File: src/rtl/adsr_envelope.sv
// adsr_envelope: per-voice ADSR amplitude envelope advancing once per sample tick
module adsr_envelope #(
  parameter int WIDTH       = 16,
  parameter bit RETRIG_ZERO = 1'b0
) (
  input  logic             Clk,
  input  logic             Reset,
  input  logic             sample_tick,
  input  logic             gate,
  input  logic [WIDTH-1:0] attack_step,
  input  logic [WIDTH-1:0] decay_step,
  input  logic [WIDTH-1:0] sustain_level,
  input  logic [WIDTH-1:0] release_step,
  output logic [WIDTH-1:0] level,
  output logic             active,
  output logic [2:0]       state,
  output logic             done
);
  typedef enum logic [2:0] {
    IDLE    = 3'd0,
    ATTACK  = 3'd1,
    DECAY   = 3'd2,
    SUSTAIN = 3'd3,
    RELEASE = 3'd4
  } state_t;
  localparam logic [WIDTH-1:0] FULL = '1;
  state_t st, st_n;
  logic [WIDTH-1:0] lvl_n;
  logic [WIDTH:0] sum, diff;
  logic gate_prev, rise, fall, done_n;
  assign state = st;
  // next envelope step: gate edges win over the per-phase arithmetic, which saturates at 0 and full scale
  always_comb begin
    sum = {1'b0, level} + {1'b0, attack_step};
    diff = {1'b0, level} - {1'b0, decay_step};
    rise = gate & ~gate_prev;
    fall = ~gate & gate_prev;
    st_n = st;
    lvl_n = level;
    done_n = 1'b0;
    if (rise && (st == IDLE || st == RELEASE)) begin
      st_n = ATTACK;
      lvl_n = RETRIG_ZERO ? '0 : level;
    end else if (fall && (st == ATTACK || st == DECAY || st == SUSTAIN)) begin
      st_n = RELEASE;
    end else begin
      case (st)
        ATTACK: begin
          st_n = (sum >= {1'b0, FULL}) ? DECAY : ATTACK;
          lvl_n = (sum >= {1'b0, FULL}) ? FULL : sum[WIDTH-1:0];
        end
        DECAY: begin
          st_n = (diff[WIDTH] || diff[WIDTH-1:0] <= sustain_level) ? SUSTAIN : DECAY;
          lvl_n = (diff[WIDTH] || diff[WIDTH-1:0] <= sustain_level) ? sustain_level : diff[WIDTH-1:0];
        end
        SUSTAIN: lvl_n = sustain_level;
        RELEASE: begin
          st_n = (level <= release_step) ? IDLE : RELEASE;
          lvl_n = (level <= release_step) ? '0 : level - release_step;
          done_n = (level <= release_step);
        end
        default: begin
          st_n = IDLE;
          lvl_n = '0;
        end
      endcase
    end
  end
  // envelope registers advance only on ticks; done is refreshed every Clk so it lasts one cycle
  always_ff @(posedge Clk) begin
    if (Reset) begin
      st <= IDLE;
      level <= '0;
      active <= 1'b0;
      done <= 1'b0;
      gate_prev <= 1'b0;
    end else begin
      done <= sample_tick & done_n;
      if (sample_tick) begin
        st <= st_n;
        level <= lvl_n;
        active <= (st_n != IDLE);
        gate_prev <= gate;
      end
    end
  end
endmodule

File: config.mk
export PLATFORM = sky130hd
export DESIGN_NAME = adsr_envelope
export DESIGN_NICKNAME = d
export VERILOG_FILES = /design/src/rtl/adsr_envelope.sv
export SDC_FILE = /design/constraint.sdc
export NUM_CORES = 1
export LEC_CHECK = 0
export CORE_UTILIZATION = 40
export CTS_CLUSTER_DIAMETER = 120
export DETAILED_ROUTE_END_ITERATION = 16
export DONT_BUFFER_PORTS = 1
export HOLD_SLACK_MARGIN = 0.15
export PLACE_DENSITY = 0.65
export REMOVE_ABC_BUFFERS = 1
export SLEW_MARGIN = 5
export SYNTH_ARGS = -nofsm -noshare
export SYNTH_HDL_FRONTEND = slang
export SYNTH_SLANG_ARGS = --single-unit
export TNS_END_PERCENT = 5
File: constraint.sdc
create_clock -name Clk -period 4.8 [get_ports Clk]
set_clock_uncertainty 0.05 [all_clocks]
set_input_delay 0.72 -clock Clk [delete_from_list [all_inputs] [get_ports Clk]]
set_output_delay 0.72 -clock Clk [all_outputs]
set_load 0.02 [all_outputs]
==> run summary <==
Status: completed
CP most frequent cell: a31oi_1
Crit path largest cell delay: 0.36 ns
LEAKAGE: 2.09 nW
Area of the die: 11100 sq um
Setup_tns: 0 ns
Max-slew headroom: 0.326
Critical path startpoint: decay_step[8]
GR Overflow Total: 0
# diodes: 0
WP data arrival: 4.59 ns
Chip width: 106 microns
Mapped Area: 4290 sq um
# setup viols final: 0
R2R Setup Slk: 0.37 ns
Min-delay worst type: flop to flop
DPL Wire Length: 11400 microns
Crit path required time: 4.87 ns
Crit path launch type: input port
DIE HEIGHT: 106 microns
Routed wire per std cell: 19.6 microns
Cell family with most CP delay: compound AO/OA/AOI/OAI gates
P&R area growth vs syn: 6.86%
CP endpoint: level[5]
Largest net degree at the start of global routing: 23
Most common cell in the synthesized netlist: ha_1
WL final: 14000 microns
Post-DRT Antenna Nets: 0
Seq/Total Area, Yosys: 0.103
Share of layout cells above drive strength 1: 0.0903
Synthesized flop and latch total: 22
TritonCTS clock tree: done
Root Driver: clkbuf_8
Core Area: 10400 sq um
Fmax: 221 MHz
Vias in the first global route: 4366
Final hold vios: 0
Worst r2r dst: level[5]
Clk sinks: 22
Primary FF master, synth: dfxtp_1
Crit Path Max Fanout: 5
Inst Count DP: 708
Via density per instance: 6.30
Ys async rst share: 0
Iter 0 DRT Violations: 304
Slew @ Worst Pin: 1.00 ns
Worst r2r src: level[0]
Synth Area per Inst: 7.49 sq um
Final Critical Period: 4.52 ns
Critical path buffer and inverter count: 1
Final core occ: 0.442
PD cells: 123 nW/um^2
Slowest cell on the critical path: mux2_2
Synth top area cells: ha_1, dfxtp_1, inv_1
IO Port Bufs: 0
DRC viols: 0
Initial antenna violation count: 0
RD Place Congestion: 0.952
Io pins: 89
Synth Instances: 572
Via count: 4489
Finished Layout Cells: 712
RSZ-0062 raised after global routing: false
Post-synth EDFFs: 0
MaxCap Viol Count: 0
First-pass GRT wire length: 22100 microns
Period utilization: 0.942
Layout net count: 712
Deepest clock path buffer count: 2
Critical path class: input port to flop
Commonest cells in the netlist: ha_1, inv_1, nand2_1
CTS H-tree depth: 1
Ys Warns: 0
CP endpoint kind: flop
Skew-Pair Late Insertion Delay: 0.27 ns
Area leader, netlist: ha_1
Std cell rows: 37
Slew Limit Fails: 0
Peak supply drop: 135 uV
Reg2reg path depth: 18
CTS buffer count: 3
Top cell type's share of synthesized area: 0.187
First-pass DRT Iterations: 5
Reg clk slew, reported paths: 0.09 ns
Crit path cell chain: inv_1 > ha_1 > a21o_1 > a31oi_1 > o21ai_0 > a211o_1 > a31oi_1 > xnor2_1 > ha_1 > a211o_1 > a21oi_1 > o21ai_0 > a31oi_1 > a31oi_1 > nand2_1 > mux2_2 > a221oi_1 > a221oi_2
Starting Density: 0.413
Distinct cells, synth: 68
GRT Total Usage: 0.251
Tot Pwr: 0.565 mW
Levels on crit path: 18
==> cells by family (layout without fill, tap and decap cells) <==
group                    Yosys count  in the layout  share of synthesized area
AO/OA/AOI/OAI                    199            199                      0.341
AND/OR/NAND/NOR                  162            162                      0.194
buffers and inverters             80             84                     0.0718
adder cells (fa/ha/maj)           67             67                      0.201
XOR/XNOR                          32             32                     0.0654
flip-flops                        22             22                      0.103
multiplexers                      10             10                     0.0248
==> per-stage QoR <==
step / cell area [sq um] / hold slack [ns] / worst slack, ns
detailed placement: 4520 / 0.416 / 0.0894
CTS: 4580 / 0.430 / 0.290
finish: 4580 / 0.430 / 0.279
global route: 4580 / 0.441 / 0.0176
global placement: 4520 / 0.408 / 0.181
floorplan: 4210 / 0.391 / 0.440
==> tightest hold or removal path: stages (launching register included) <==
cell and delay [ns]:
dfxtp_1 0.34, nand2_1 0.06, a21oi_1 0.05
==> cell type report <==
| class | count | area, sq um |
|---|---|---|
| clock buffers | 4 | 55.1 |
| multi-input cells | 470 | 3540 |
| inverters | 61 | 229 |
| repair buffers | 19 | 143 |
| well taps | 136 | 170 |
| flip-flops and latches | 22 | 442 |
| fillers | 1075 | 5790 |
==> placed cells by master, fill, tap and decap left out, drive strengths merged, types with 11 or more instances in the layout <==
master,n
ha,64
inv,61
nand2,44
o21ai,38
nor2,33
a21oi,31
a221oi,26
dfxtp,22
a21o,21
xnor2,21
buf,19
a31oi,14
nand3,12
o21a,12
nor3,12
xor2,11
==> report_power, final <==
part	leakage [nW]	internal, mW	total [mW]	switching [mW]
clock network	0.0288	0.0734	0.144	0.0707
registers	0.179	0.186	0.192	0.00654
logic	1.88	0.0939	0.229	0.135
total	2.09	0.353	0.565	0.212
==> worst min path at each step <==
stage	from	to	slack (ns)	cells past startpoint
floorplan	gate_prev	state[2]	0.39	2
global placement	gate_prev	state[2]	0.41	2
detailed placement	gate_prev	state[2]	0.42	2
CTS	gate_prev	state[2]	0.43	2
global route	Reset	level[1]	0.44	1
finish	gate_prev	state[2]	0.43	2
==> metal layers <==
layer	wire length [microns]	part of all wire	up-vias	track usage
li1	-	-	2176	-
met3	1200	0.086	26	0.0612
met4	335	0.024	0	0.0625
met2	6250	0.45	188	0.415
met1	6170	0.44	2099	0.325
met5	0	0	-	0
==> flip-flops by register name, summed over array words and instances, names as in the netlist <==
signal and flops:
level 16, state 3, active 1, gate_prev 1, done 1
==> timing repair <==
item                       4_1_cts  5_1_grt
setup endpoints to repair        0        6
hold buffers                     0        0
resized for setup                0        3
buffers inserted                 0        0
Note: power is estimated with default switching activity, not from simulation.
